**src/rtl/n4_b2_sorter4_pkg.sv**
```systemverilog
// Shared definitions for the four-element sequential sorter: FSM encoding,
// element geometry and the fixed bubble-sort pair schedule.
package n4_b2_sorter4_pkg;

    localparam int ELEM_W = 4;
    localparam int ELEM_N = 4;
    localparam logic [2:0] LAST_STEP = 3'd5;

    typedef enum logic [1:0] {
        ST_IDLE = 2'd0,
        ST_SORT = 2'd1,
        ST_DONE = 2'd2
    } state_t;

    typedef struct packed {
        logic [1:0] lo;
        logic [1:0] hi;
    } pair_t;

    // Six compare-exchange steps of a 4-element bubble sort.
    function automatic pair_t pair_sel(input logic [2:0] step);
        pair_t p;
        case (step)
            3'd0:    p = '{lo: 2'd0, hi: 2'd1};
            3'd1:    p = '{lo: 2'd1, hi: 2'd2};
            3'd2:    p = '{lo: 2'd2, hi: 2'd3};
            3'd3:    p = '{lo: 2'd0, hi: 2'd1};
            3'd4:    p = '{lo: 2'd1, hi: 2'd2};
            default: p = '{lo: 2'd0, hi: 2'd1};
        endcase
        return p;
    endfunction

endpackage

```
**src/rtl/n4_b2_integer_comparator.sv**
```systemverilog
// Signed 4-bit comparator; operands are sign-extended to 5 bits so the
// difference of any two 4-bit values cannot overflow.
module n4_b2_integer_comparator (
    input  logic [3:0] x3_x0,
    input  logic [3:0] y3_y0,
    output logic       flag_gr,
    output logic       flag_eq,
    output logic       flag_lr
);
    logic [4:0] diff;

    n5_b2_subtractor u_sub (
        .a    ({x3_x0[3], x3_x0}),
        .b    ({y3_y0[3], y3_y0}),
        .diff (diff)
    );

    assign flag_eq = (diff == 5'd0);
    assign flag_lr = diff[4];
    assign flag_gr = !diff[4] && (diff != 5'd0);
endmodule

```
**src/rtl/n5_b2_subtractor.sv**
```systemverilog
// 5-bit two's-complement subtractor: diff = a - b, wrapping.
module n5_b2_subtractor (
    input  logic [4:0] a,
    input  logic [4:0] b,
    output logic [4:0] diff
);
    logic signed [4:0] a_s;
    logic signed [4:0] b_s;

    assign a_s  = a;
    assign b_s  = b;
    assign diff = a_s - b_s;
endmodule

```
**src/rtl/n4_b2_sorter4.sv**
```systemverilog
// Sequential sorter for four signed 4-bit values: one shared comparator walks
// a fixed six-step bubble-sort schedule, one compare-exchange per cycle.
module n4_b2_sorter4
    import n4_b2_sorter4_pkg::*;
#(
    parameter bit DESCENDING = 1'b0
) (
    input  logic        clock,
    input  logic        reset,
    input  logic        start,
    input  logic [15:0] data_in,
    output logic [15:0] data_out,
    output logic [2:0]  swaps,
    output logic        busy,
    output logic        done
);
    state_t      state_q;
    logic [2:0]  step_q;
    logic [2:0]  swap_cnt_q;
    logic [3:0]  r_q [ELEM_N];
    logic [3:0]  r_d [ELEM_N];
    logic [15:0] data_out_q;
    logic [2:0]  swaps_q;
    logic        busy_q;
    logic        done_q;

    pair_t      pair;
    logic [3:0] x_op;
    logic [3:0] y_op;
    logic       flag_gr;
    logic       flag_eq;
    logic       flag_lr;
    logic       swap;
    logic [2:0] swap_cnt_d;

    assign pair = pair_sel(step_q);
    assign x_op = r_q[pair.lo];
    assign y_op = r_q[pair.hi];

    n4_b2_integer_comparator u_cmp (
        .x3_x0   (x_op),
        .y3_y0   (y_op),
        .flag_gr (flag_gr),
        .flag_eq (flag_eq),
        .flag_lr (flag_lr)
    );

    // Equal pairs never exchange, which keeps the sort stable.
    assign swap       = (state_q == ST_SORT) && !flag_eq && (DESCENDING ? flag_lr : flag_gr);
    assign swap_cnt_d = swap_cnt_q + {2'b00, swap};

    always_comb begin
        r_d = r_q;
        if (swap) begin
            r_d[pair.lo] = y_op;
            r_d[pair.hi] = x_op;
        end
    end

    always_ff @(posedge clock or posedge reset) begin
        if (reset) begin
            state_q    <= ST_IDLE;
            step_q     <= 3'd0;
            swap_cnt_q <= 3'd0;
            for (int i = 0; i < ELEM_N; i++) r_q[i] <= 4'd0;
            data_out_q <= 16'h0000;
            swaps_q    <= 3'd0;
            busy_q     <= 1'b0;
            done_q     <= 1'b0;
        end else begin
            case (state_q)
                ST_SORT: begin
                    r_q        <= r_d;
                    swap_cnt_q <= swap_cnt_d;
                    step_q     <= step_q + 3'd1;
                    if (step_q == LAST_STEP) begin
                        data_out_q <= {r_d[3], r_d[2], r_d[1], r_d[0]};
                        swaps_q    <= swap_cnt_d;
                        state_q    <= ST_DONE;
                        busy_q     <= 1'b0;
                        done_q     <= 1'b1;
                    end
                end
                default: begin
                    if (start) begin
                        for (int i = 0; i < ELEM_N; i++) r_q[i] <= data_in[i*ELEM_W +: ELEM_W];
                        step_q     <= 3'd0;
                        swap_cnt_q <= 3'd0;
                        state_q    <= ST_SORT;
                        busy_q     <= 1'b1;
                    end else begin
                        state_q    <= ST_IDLE;
                        busy_q     <= 1'b0;
                    end
                    done_q <= 1'b0;
                end
            endcase
        end
    end

    assign data_out = data_out_q;
    assign swaps    = swaps_q;
    assign busy     = busy_q;
    assign done     = done_q;
endmodule

```
**config.mk**
```make
export PLATFORM = sky130hd
export DESIGN_NAME = n4_b2_sorter4
export DESIGN_NICKNAME = d
export VERILOG_FILES = /design/src/rtl/n4_b2_sorter4_pkg.sv /design/src/rtl/n4_b2_integer_comparator.sv /design/src/rtl/n5_b2_subtractor.sv /design/src/rtl/n4_b2_sorter4.sv
export SDC_FILE = /design/constraint.sdc
export NUM_CORES = 1
export LEC_CHECK = 0
export CAP_MARGIN = 20
export CELL_PAD_IN_SITES_DETAIL_PLACEMENT = 0
export CELL_PAD_IN_SITES_GLOBAL_PLACEMENT = 1
export CORE_MARGIN = 2
export CORE_UTILIZATION = 40
export DETAILED_ROUTE_END_ITERATION = 6
export GPL_ROUTABILITY_DRIVEN = 0
export PLACE_DENSITY_LB_ADDON = 0.1
export SETUP_SLACK_MARGIN = 0.1
export SLEW_MARGIN = 25
export SYNTH_ARGS = -nofsm -noshare
export SYNTH_HDL_FRONTEND = slang
export SYNTH_SLANG_ARGS = --single-unit
```
**constraint.sdc**
```tcl
create_clock -name clock -period 7.15 [get_ports clock]
set_input_delay 1.0725 -clock clock [delete_from_list [all_inputs] [get_ports clock]]
set_output_delay 1.0725 -clock clock [all_outputs]
set_load 0.02 [all_outputs]
```
* Word-level counts from Yosys, hierarchy flattened
Cells that the tools add are included.
** Word-level totals
- Register bits :: 45
- Bits in latches :: 0
- RAM bits :: 0
- ROM bits :: 0
- Output and inout bits :: 21
- Word-level logic and storage cells :: 65
- Memories kept :: 0
** Operators by class
- $add $sub $neg :: 3
- $mul :: 0
- Divide/modulo/power cells :: 0
- $lt $le $gt $ge :: 4
- Eq/ne operators :: 6
- Shift-type cells :: 0
- Mux-type cells :: 27
- Bitwise logic cells :: 2
- Reduce and logical (&&, ||, !) cells :: 12
** Operator list (count)
- 2-to-1 mux 16 bit :: 3
- bitwise mux 16 bit :: 2
- 2-to-1 mux 4 bit :: 6
- binary-select mux 4 bit (select 2 bit) :: 2
- demux 4 bit (select 2 bit) :: 2
- 2-to-1 mux 3 bit :: 3
- one-hot mux 4 bit (2 select lines) :: 1
- equality test 3 bit, second input constant :: 2
- >= comparator 3 bit, second input constant :: 2
- less-than comparator 3 x 1 -> 1 bit, second input constant :: 2
- 2-to-1 mux 1 bit :: 6
- inverter 2 -> 3 bit :: 2
- logical AND 1 bit :: 5
- logical NOT 5 bit :: 1
- nonzero test 5 bit :: 1
- subtractor 4 x 4 -> 5 bit :: 1
- 2-to-1 mux 2 bit :: 2
- adder 3 x 1 -> 3 bit :: 1
- adder 3 x 1 -> 3 bit, second input constant :: 1
- equality test 3 x 1 -> 1 bit, second input constant :: 1
- equality test 3 x 2 -> 1 bit, second input constant :: 1
- equality test 2 x 1 -> 1 bit, second input constant :: 1
- logical NOT 1 bit :: 2
- inequality test 2 x 1 -> 1 bit, second input constant :: 1
- 3 further kinds :: 3

* Longest topological paths before layout
Gate-level depths: netlist (run 1).
- Depth in word-level cells :: 14
- Mapped depth :: 23
- Mapped depth without buffers :: 20

* Hierarchy
From an unflattened synthesis (run 1), not the netlist that was laid out.
** Second synthesis, totals
- Cells, all modules :: 298
- Area, all modules :: 2672.6 µm²
** Modules (own cells, without submodules)
- n4_b2_sorter4 :: instances 1, cells each 276, area each 2486.1 µm², sequential area each 1076.0 µm²
- n5_b2_subtractor :: instances 1, cells each 19, area each 157.7 µm², sequential area each 0.0 µm²
- n4_b2_integer_comparator :: instances 1, cells each 3, area each 28.8 µm², sequential area each 0.0 µm²

* Worst setup path before layout (run 1)
OpenSTA, ideal clock, no wires.
- Kind :: register to register
- From :: register step_q[0]
- To :: register swaps_q[2], in the netlist swaps[2]
- Library setup time :: 136 ps
- Arrival time :: 4383 ps
- Data required time :: 7014 ps
- Path slack :: 2631 ps
- Stages on the path, launching flop included :: 21
- Cells stage by stage :: dfrtp_1 > inv_1 > ha_1 > nand2_1 > o21a_1 > clkbuf_1 > clkbuf_1 > mux4_2 > ha_1 > nor2b_1 > a21oi_1 > nand2_1 > nor4b_1 > nor4_2 > o21ai_4 > inv_2 > buf_6 > ha_1 > ha_1 > xnor2_1 > o21ai_0
** Between the ends
- Word-level cells in the longest chain between the ends :: 13
- Elaborated cells on any way between the ends :: 24
- Those cells by class :: 2 x add/sub; 4 x eq/ne; 7 x mux; 2 x bitwise; 9 x reduce/logical
** Ends and longest elaborated chain
- start: declaration :: RTL line n4_b2_sorter4.sv:18 : logic [2:0] step_q;
- start signal: assignment :: RTL line n4_b2_sorter4.sv:75 : step_q <= step_q + 3'd1;
- equality test 3 bit / equality test 3 x 1 -> 1 bit (equally long branches) :: RTL line n4_b2_sorter4_pkg.sv:23 : case (step)
- OR reduction 2 bit (no line)
- one-hot mux 4 bit (2 select lines) :: RTL line n4_b2_sorter4_pkg.sv:23
- inverter 2 -> 3 bit (on tied branches) :: RTL line n4_b2_sorter4.sv:37, n4_b2_sorter4.sv:38
- binary-select mux 4 bit (select 2 bit) (on tied branches) :: RTL line n4_b2_sorter4.sv:37, n4_b2_sorter4.sv:38
- 2-to-1 mux 4 bit (on tied branches) (2 in a row) :: RTL line n4_b2_sorter4.sv:37, n4_b2_sorter4.sv:38
- subtractor 4 x 4 -> 5 bit :: RTL line n5_b2_subtractor.sv:12 : assign diff = a_s - b_s;
- logical NOT 5 bit :: RTL line n4_b2_integer_comparator.sv:18 : assign flag_eq = (diff == 5'd0);
- logical NOT 1 bit :: RTL line n4_b2_sorter4.sv:49 : assign swap = (state_q == ST_SORT) && !flag_eq && (DESCENDING ? flag_lr : flag_gr);
- logical AND 1 bit (2 in a row) :: RTL line n4_b2_sorter4.sv:49
- adder 3 x 1 -> 3 bit :: RTL line n4_b2_sorter4.sv:50 : assign swap_cnt_d = swap_cnt_q + {2'b00, swap};
- end signal: assignment :: RTL line n4_b2_sorter4.sv:78 : swaps_q <= swap_cnt_d;
- end: declaration :: RTL line n4_b2_sorter4.sv:23 : logic [2:0] swaps_q;
Several ways; a longest one is shown, not always the timed one. The select of a mux whose other input is x is not followed.
A chain may end at the register's enable or synchronous reset.

* Final worst setup path (run 1)
- From :: register step_q[0]
- To :: register swap_cnt_q[2]
** Between the ends
- Word-level cells in the longest chain between the ends :: 14
- Elaborated cells on any way between the ends :: 23
- Those cells by class :: 2 x add/sub; 3 x eq/ne; 8 x mux; 2 x bitwise; 8 x reduce/logical
** Ends and longest elaborated chain
- equality test 3 bit / equality test 3 x 1 -> 1 bit (equally long branches) :: RTL line n4_b2_sorter4_pkg.sv:23
- OR reduction 2 bit (no line)
- one-hot mux 4 bit (2 select lines) (*) :: RTL line n4_b2_sorter4_pkg.sv:23
- inverter 2 -> 3 bit (on tied branches) :: RTL line n4_b2_sorter4.sv:37, n4_b2_sorter4.sv:38
- binary-select mux 4 bit (select 2 bit) (on tied branches) :: RTL line n4_b2_sorter4.sv:37, n4_b2_sorter4.sv:38
- 2-to-1 mux 4 bit (on tied branches) (2 in a row) :: RTL line n4_b2_sorter4.sv:37, n4_b2_sorter4.sv:38
- subtractor 4 x 4 -> 5 bit (*) :: RTL line n5_b2_subtractor.sv:12
- logical NOT 5 bit :: RTL line n4_b2_integer_comparator.sv:18
- logical NOT 1 bit :: RTL line n4_b2_sorter4.sv:49
- logical AND 1 bit :: RTL line n4_b2_sorter4.sv:49
- logical AND 1 bit (*) :: RTL line n4_b2_sorter4.sv:49
- adder 3 x 1 -> 3 bit (*) :: RTL line n4_b2_sorter4.sv:50
- 2-to-1 mux 3 bit (*) :: RTL line n4_b2_sorter4.sv:71 : case (state_q)
- end signal: assignment :: RTL line n4_b2_sorter4.sv:74 : swap_cnt_q <= swap_cnt_d;
- end: declaration :: RTL line n4_b2_sorter4.sv:19 : logic [2:0] swap_cnt_q;
Every way passes the cells marked *; elsewhere a longest branch is shown, timed or not. The select of a mux whose other input is x is not followed.

==> qor.yml, run 1 <==
critical_path_class: "flip-flop to flip-flop"
postPlaceCellArea_sq_um: 3077
clockBufferDepth: 2
cts_made_buffers: 5
overflow: 0
synthCells: 281
fp.dieW_microns: 85.19
finalWorstPathRequiredPeriod_ns: 4.748
dr.pass1.iters: 4
antenna_found_initial: 0
async_reset_ff_share_pct: 100.0
clkSinkCount: 43
hold_viol: 0
yosysTopAreaCell: "dfrtp_1"
finalSetupViolCount: 0
drc: 0
routed_via_density: 5.629
stdcell_count: 394
worst_ep_arrival_time_ns: 4.97
gr-usage-all-layers_pct: 20.00
fin_setup_tns_ns: 0
fp.dieArea_sq_um: 7256
ant_nets: 0
clk_latency_ns: 0.29
nets: 346
post-cts-setup-buffers: 0
cp-start-kind: "flip-flop"
fin_crit_sh_pct: 66.40
grt_pass1_vias: 2223
outcome: "finished clean"
syn_area_sq_um: 2636
ys.flop_type: "dfrtp_1"
htree_num_levels: 2
grt_pass1_wl_microns: 11500
ys_ff_latch: 43
max_freq_mhz: 210.6
syn_to_final_growth_pct: 20.60
synth_area_leaders: "dfrtp_1 41%, nand2_1 8.1%, ha_1 4.7%"
critPathCaptureType: "flip-flop"
clk_pin_slew_ns: 0.08
core_sq_um: 6350
synth_cell_types: 56
portBuffers: 39
maxSlewViolCount: 0
grtUsageMet3_pct: 2.724
final_area_sq_um: 3179
yosysTopAreaCellShare_pct: 40.82
holdWs_ns: 0.4833
drive_above_1_share_pct: 10.09
rows: 29
seq_area_frac_synth_pct: 40.82
synth_fp_nets: 310
tritoncts: "yes"
cts-hold-fix-buffers: 0
initial_utilization_pct: 41.52
wl_per_cell_microns: 17.34
syn_avg_cell_area_sq_um: 9.382
grt_max_degree: 44
num_antenna_cells: 0
dp.cells: 387
rsz0062_at_grt: "no"
cts.repair.resized: 0
finClkSkew_ns: 0.008857
cp.required_ns: 7.37
drv_cap: 0
grt_use_met2_pct: 31.39
gr-usage-met1_pct: 29.08
grt_busiest_layer: "met2"
relSlewSlack_pct: 47.12
synth_edf_count: 0
die_h_microns: 85.19
num_vias: 2218
worst-path-max-fanout: 16
yosys_warnings: 0
dp_hpwl_microns: 4958
drt_iter0_drc: 162
cts_root_buf: "clkbuf_8"
worstMarginPinSlew_ns: 0.7903
routed_wl_microns: 6832
min_path_type: "flip-flop to flip-flop"
ioPinCount: 40
==> through the flow <==
stage          setup slack (ns)  utilization, %
4_1_cts                   2.370           50.07
3_5_place_dp              2.404           48.45
2_1_floorplan             2.631               -
3_3_place_gp              2.465           48.45
5_1_grt                   1.957           50.07
6_report                  2.402           50.07
==> kinds of logic (layout without fill, tap and decap cells) <==
kind of cell	after synthesis	after routing	synth area share (%)
AND/OR/NAND/NOR	117	117	21.88
AO/OA/AOI/OAI	78	78	23.11
flip-flops	43	43	40.82
buffers and inverters	24	60	4.176
adder cells (fa/ha/maj)	10	10	4.746
multiplexers	7	7	4.082
XOR/XNOR	2	2	1.187
==> critical path: stages, from the launching register on <==
cell     delay, ns
dfrtp_1       0.42
inv_1         0.09
ha_1          0.26
nand2_1       0.21
o21a_1        0.60
mux4_2        0.65
ha_1          0.42
nand2_1       0.11
or4b_1        0.46
mux2i_1       0.17
nor4_2        0.09
o21ai_4       0.27
inv_2         0.19
ha_1          0.24
ha_1          0.22
nor2_1        0.10
o21ai_0       0.08
o21ai_0       0.10
==> path summary, 6_finish.rpt <==
path / cells after the start / end / slack, ns / from
max: 17 / swap_cnt_q[2] / 2.40 / step_q[0]
min: 2 / data_out[14] / 0.48 / data_out[14]
max reg2reg: 17 / swap_cnt_q[2] / 2.40 / step_q[0]
min reg2reg: 2 / data_out[14] / 0.48 / data_out[14]
max in group asynchronous: 3 / data_out[11] / 5.55 / reset
min in group asynchronous: 3 / data_out[15] / 1.21 / reset
==> sequential cells by signal, summed over array words and instances (netlist names) <==
name and flops:
data_out 16, r_q 16, state_q 2, step_q 3, swap_cnt_q 3, swaps 3
==> area by class of cell <==
type	count	area (sq um)
clock buffers	6	72.57
multi-input cells	214	1450
inverters	11	41.29
repair buffers	42	412.9
fillers	610	3171
clock inverters	1	30.03
flip-flops and latches	43	1076
well taps	77	96.34
==> placed cells by master (no fill, tap or decap), drive strengths merged, types with 6 or more instances in the layout <==
master | Yosys | layout
dfrtp | 43 | 43
o22a | 6 | 6
clkbuf | 8 | 6
clkdlybuf4s50 | 0 | 39
a21oi | 9 | 9
o221a | 13 | 13
nor2 | 21 | 21
o21ai | 27 | 27
nand2 | 57 | 57
nand3 | 18 | 18
inv | 10 | 9
ha | 10 | 10
==> layer usage <==
metal | wire (microns) | share of wire (%)
met3 | 315 | 4.6
met1 | 3233 | 47
met2 | 3220 | 47
met5 | 0 | 0
met4 | 63 | 0.92
==> cell usage after synthesis (2+ instances only) <==
cell      number
o21ai_0       16
nand3_1       15
o31ai_1        3
nand3_2        2
o21a_1         5
a21oi_2        3
nand3b_1       4
nor2b_1        4
nor2_2         2
o221a_1       11
nand2_1       57
nor2_1        19
clkbuf_1       8
a21oi_1        6
ha_1          10
or3_1          2
o21ai_1       10
mux4_2         3
a31oi_1        5
buf_6          2
o22a_1         5
mux2i_1        4
dfrtp_1       43
o221a_2        2
inv_1          9
Power of run 1 is left out: the tool's default activity adds up to more than one toggle a clock period on the data nets, which glitch-free logic cannot reach.
==> run 2, diff against run 1 <==
clock period = 4.75 ns   (was 7.15 ns; I/O delays follow)
==> run 2 against run 1 <==
Via count increased by 0.36%; final cell count grew 1.3%; utilization up 0.79 points; hold slack got worse by 0.0070 ns; die area stayed put; sequential cell count unchanged; non-clock buffer count is 5 higher; global-route usage grew 0.54 points; critical path type unchanged.
==> qor.yml, run 2 (synthesized netlist as in run 1, its figures left out) <==
outcome: "finished clean"
drive_above_1_share_pct: 13.04  # +2.9 points
crit_buf_inv: 4  # +2
routed_wl_microns: 6973  # +2.1%
crit_family: "compound AO/OA/AOI/OAI gates"
relSlewSlack_pct: 50.72  # +3.6 points
fin_setup_tns_ns: 0  # unchanged
max_freq_mhz: 231.2  # +9.8%
rsz0062_at_grt: "yes"
portBuffers: 39  # unchanged
worst_ep_arrival_time_ns: 4.55  # -0.42 ns
clk_pin_slew_ns: 0.09  # about the same
cts-hold-fix-buffers: 0  # unchanged
overflow: 0  # unchanged
finClkSkew_ns: 0.008876  # +0.00001904 ns
wl_per_cell_microns: 17.48  # +0.78%
worstMarginPinSlew_ns: 0.7365  # -0.05382 ns
path_common_cell: "ha_1"
rows: 29  # unchanged
most-common-layout-cells: "56 x nand2_1, 43 x dfrtp_1, 39 x clkdlybuf4s50_1"
nets: 351  # +1.4%
grt_use_met2_pct: 33.10  # +1.7 points
fp.dieArea_sq_um: 7256  # unchanged
crit_chain: "inv_1 -> ha_1 -> nand2_2 -> o21a_2 -> buf_4 -> mux4_2 -> inv_1 -> ha_1 -> nor2b_1 -> a21oi_1 -> nand2_1 -> nor4b_1 -> nor4_2 -> o21ai_4 -> inv_2 -> ha_1 -> ha_1 -> nor2_1 -> o21ai_0 -> o21ai_0"
core_sq_um: 6350  # unchanged
layout_commonest_cell: "nand2_1"
hold_viol: 0  # unchanged
finalWorstPathRequiredPeriod_ns: 4.325  # -0.4231 ns
ant_nets: 0  # unchanged
die_h_microns: 85.19  # unchanged
worst-path-max-fanout: 13  # -3
clkSinkCount: 43  # unchanged
cts_made_buffers: 5  # unchanged
num_vias: 2226  # +0.36%
fin_crit_sh_pct: 91.05  # +25 points
grtUsageMet3_pct: 3.113  # +0.39 points
htree_num_levels: 2  # unchanged
critPathCaptureType: "flip-flop"
gr-usage-all-layers_pct: 20.54  # +0.54 points
dr.pass1.iters: 4  # unchanged
min_path_type: "flip-flop to flip-flop"
grt_pass1_wl_microns: 11660  # +1.4%
cpPeakStageDelay_ns: 0.52  # -0.13 ns
cts_root_buf: "clkbuf_8"
drt_iter0_drc: 156  # -3.7%
grt_busiest_layer: "met2"
routed_via_density: 5.579  # -0.90%
ioPinCount: 40  # unchanged
tritoncts: "yes"
cp-start-kind: "flip-flop"
syn_to_final_growth_pct: 22.50
clk_latency_ns: 0.30  # about the same
dp_hpwl_microns: 4999  # +0.82%
finalSetupViolCount: 0  # unchanged
critical_path_class: "flip-flop to flip-flop"
grt_max_degree: 44  # unchanged
num_antenna_cells: 0  # unchanged
drc: 0  # unchanged
drv_cap: 0  # unchanged
maxSlewViolCount: 0  # unchanged
fp.dieW_microns: 85.19  # unchanged
cp.required_ns: 4.98  # -2.39 ns
worst_path_max_delay_cell: "mux4_2"
antenna_found_initial: 0  # unchanged
grt_pass1_vias: 2270  # +2.1%
gr-usage-met1_pct: 28.55  # -0.52 points
clockBufferDepth: 2  # unchanged
initial_utilization_pct: 41.52  # unchanged
## run 2: changes by cell type in the layout (fill, tap and decap cells not counted), sizes merged
| cell | before | now |
|---|---|---|
| buf | 3 | 8 |
## run 2: metal layers
layer	wire length (microns)	up-vias
li1	-	1095
met1	3328	1081
met2	3309	41
met3	212	9
met4	123	0
met5	0	-
## run 2: through the flow
step                worst slack, ns  std cells  area (sq um)  util (%)  hold WS [ns]
floorplan                    0.2305        281          2636         -        0.4712
global placement             0.3370        390          3099     48.81        0.4634
detailed placement           0.3086        390          3099     48.81        0.4687
CTS                          0.2768        397          3202     50.42        0.4876
global route                0.08087        399          3229     50.86        0.5043
finish                       0.4253        399          3229     50.86        0.4763
## run 2: path summary, 6_finish.rpt
check / from / endpoint / slack, ns / cells after the start
worst max-delay path: step_q[0] / swap_cnt_q[2] / 0.43 / 20
worst min-delay path: data_out[14] / data_out[14] / 0.48 / 2
worst max register to register: step_q[0] / swap_cnt_q[2] / 0.43 / 20
worst min register to register: data_out[14] / data_out[14] / 0.48 / 2
max in group asynchronous: reset / r_q[4] / 3.51 / 3
min in group asynchronous: reset / swaps[0] / 0.85 / 3
## run 2: area by class of cell
class                      instances  area (sq um)
timing repair buffer              47         450.4
clock inverter                     1         30.03
fill                             605          3120
inverter                          11         41.29
sequential                        43          1076
multi-input combinational        214          1463
clock buffer                       6         72.57
tap                               77         96.34
## run 2: worst reg2reg max path, delay by kind of cell, from the launching register on
kind            cells  cell delay (ns)
fa+ha+maj           4             0.87
compound gates      5             0.95
mux                 1             0.52
flops               1             0.43
buf+inv             4             0.57
simple gates        6             0.93
## run 2: repair_timing
| item | in CTS | in global routing |
|---|---|---|
| endpoints found under the setup margin | 0 | 20 |
| setup buffers | 0 | 2 |
| gates resized for setup | 0 | 5 |
Power of run 2 is left out for the same reason.
==> run 3, diff against run 2 <==
clock period = 4.1 ns   (was 4.75 ns; I/O delays follow)
==> run 3 against run 2 <==
Hold slack better by 0.0060 ns; worst setup slack got worse by 0.11 ns; critical path type unchanged; via count up 2.2%; first-iteration DRC count shrank 10%; global-route usage up 0.41 points; final area rose by 5.3%.
==> qor.yml, run 3 (synthesized netlist as in run 1, its figures left out) <==
num_antenna_cells: 0  # unchanged
wl_per_cell_microns: 17.26  # -1.2%
syn_to_final_growth_pct: 29.00
routed_wl_microns: 7162  # +2.7%
finalWorstPathRequiredPeriod_ns: 3.781  # -0.5435 ns
portBuffers: 39  # unchanged
critPathCaptureType: "flip-flop"
nets: 366  # +4.3%
worstMarginPinSlew_ns: 0.6635  # -0.07291 ns
drt_iter0_drc: 140  # -10%
most-common-layout-cells: "56 x nand2_1, 43 x dfrtp_1, 39 x clkdlybuf4s50_1"
core_sq_um: 6350  # unchanged
critical_path_class: "flip-flop to flip-flop"
pre_cts_slack_ns: 0.1196  # -0.1889 ns
worst_slack_ns: 0.3189  # -0.1065 ns
tritoncts: "yes"
stdcell_count: 415  # +4.0%
finClkSkew_ns: 0.004065  # -0.004811 ns
cts_root_buf: "clkbuf_8"
hold_viol: 0  # unchanged
clkSinkCount: 43  # unchanged
cpPeakStageDelay_ns: 0.51  # about the same
cp-start-kind: "flip-flop"
crit_chain: "inv_1 -> ha_1 -> nand2_4 -> o21a_4 -> mux4_2 -> ha_1 -> nor2b_1 -> a21oi_2 -> inv_1 -> a2111oi_2 -> nor4_2 -> o21ai_4 -> buf_4 -> a21oi_4 -> o21ba_1 -> o221a_1"
gr-usage-all-layers_pct: 20.95  # +0.41 points
grt_pass1_vias: 2190  # -3.5%
dp.cells: 400  # +2.6%
outcome: "finished clean"
grt_pass1_wl_microns: 11760  # +0.82%
routed_via_density: 5.480  # -1.8%
cts-hold-fix-buffers: 0  # unchanged
clk_pin_slew_ns: 0.08  # about the same
dp_hpwl_microns: 5198  # +4.0%
clk_latency_ns: 0.30  # about the same
antenna_found_initial: 0  # unchanged
worst_path_max_delay_cell: "mux4_2"
overflow: 0  # unchanged
maxSlewViolCount: 0  # unchanged
num_vias: 2274  # +2.2%
drive_above_1_share_pct: 18.34  # +5.3 points
holdWs_ns: 0.4824  # +0.006034 ns
max_freq_mhz: 264.5  # +14%
fp.dieW_microns: 85.19  # unchanged
fin_crit_sh_pct: 92.22  # +1.2 points
worst_ep_arrival_time_ns: 3.97  # -0.58 ns
dr.pass1.iters: 4  # unchanged
relSlewSlack_pct: 55.66  # +4.9 points
cts_made_buffers: 5  # unchanged
layout_commonest_cell: "nand2_1"
rows: 29  # unchanged
ioPinCount: 40  # unchanged
rsz0062_at_grt: "no"
fp.dieArea_sq_um: 7256  # unchanged
initial_utilization_pct: 41.52  # unchanged
ant_nets: 0  # unchanged
finalSetupViolCount: 0  # unchanged
worst-path-max-fanout: 5  # -8
clockBufferDepth: 2  # unchanged
grt_max_degree: 44  # unchanged
die_h_microns: 85.19  # unchanged
drc: 0  # unchanged
fin_setup_tns_ns: 0  # unchanged
worstHoldStart: "data_out[14]"
cp.required_ns: 4.29  # -0.69 ns
reg2reg_from: "step_q[1]"
min_path_type: "flip-flop to flip-flop"
drv_cap: 0  # unchanged
startpoint: "step_q[1]"
htree_num_levels: 2  # unchanged
-- run 3: cell types whose count changed in the layout (fill, tap and decap cells not counted), moves of 2 or more --
cell,delta
o21ai_0,-2
a21oi_4,+2
o21ai_1,+2
a21oi_2,-2
buf_4,+13
-- run 3: final timing paths --
check	end	slack, ns	cells after the start
max in group asynchronous	r_q[3]	2.95	3
worst max-delay path	r_q[7]	0.32	16
worst max register to register	r_q[7]	0.32	16
worst min register to register	data_out[14]	0.48	2
min in group asynchronous	data_out[13]	0.75	3
worst min-delay path	data_out[14]	0.48	2
-- run 3: through the flow --
stage          cell area, sq um  utilization (%)
2_1_floorplan              2669                -
3_3_place_gp               3187            50.19
3_5_place_dp               3187            50.19
4_1_cts                    3319            52.28
5_1_grt                    3401            53.56
6_report                   3401            53.56
-- run 3: timing repair --
| item | in CTS | in global routing |
|---|---|---|
| setup endpoints to repair | 3 | 25 |
| hold endpoints to repair | 0 | 0 |
| gates cloned | 0 | 1 |
| pin swaps | 1 | 2 |
| buffers inserted | 1 | 5 |
| resized for setup | 4 | 9 |
-- run 3: worst max-delay path: cells and delay by family (launching register included) --
family | cells | cell delay, ns
AO/OA/AOI/OAI | 7 | 1.47
adder cells (fa/ha/maj) | 2 | 0.54
buffers and inverters | 3 | 0.39
flip-flops | 1 | 0.39
multiplexers | 1 | 0.51
AND/OR/NAND/NOR | 3 | 0.39
-- run 3: layer usage --
metal	up-vias	GRT usage [%]	share of wire [%]
met1	1092	30.87	49
met5	-	0	0
met3	4	3.307	3.8
met4	0	5.628	0.98
li1	1125	-	-
met2	53	32.17	46
-- run 3: area by class of cell --
cell class	count	area, sq um
well taps	77	96.34
clock inverters	2	35.03
multi-input cells	214	1500
clock buffers	6	82.58
repair buffers	61	559.3
repair inverters	1	7.507
flip-flops and latches	43	1076
fillers	606	2949
inverters	11	43.79
Power of run 3 is left out for the same reason.
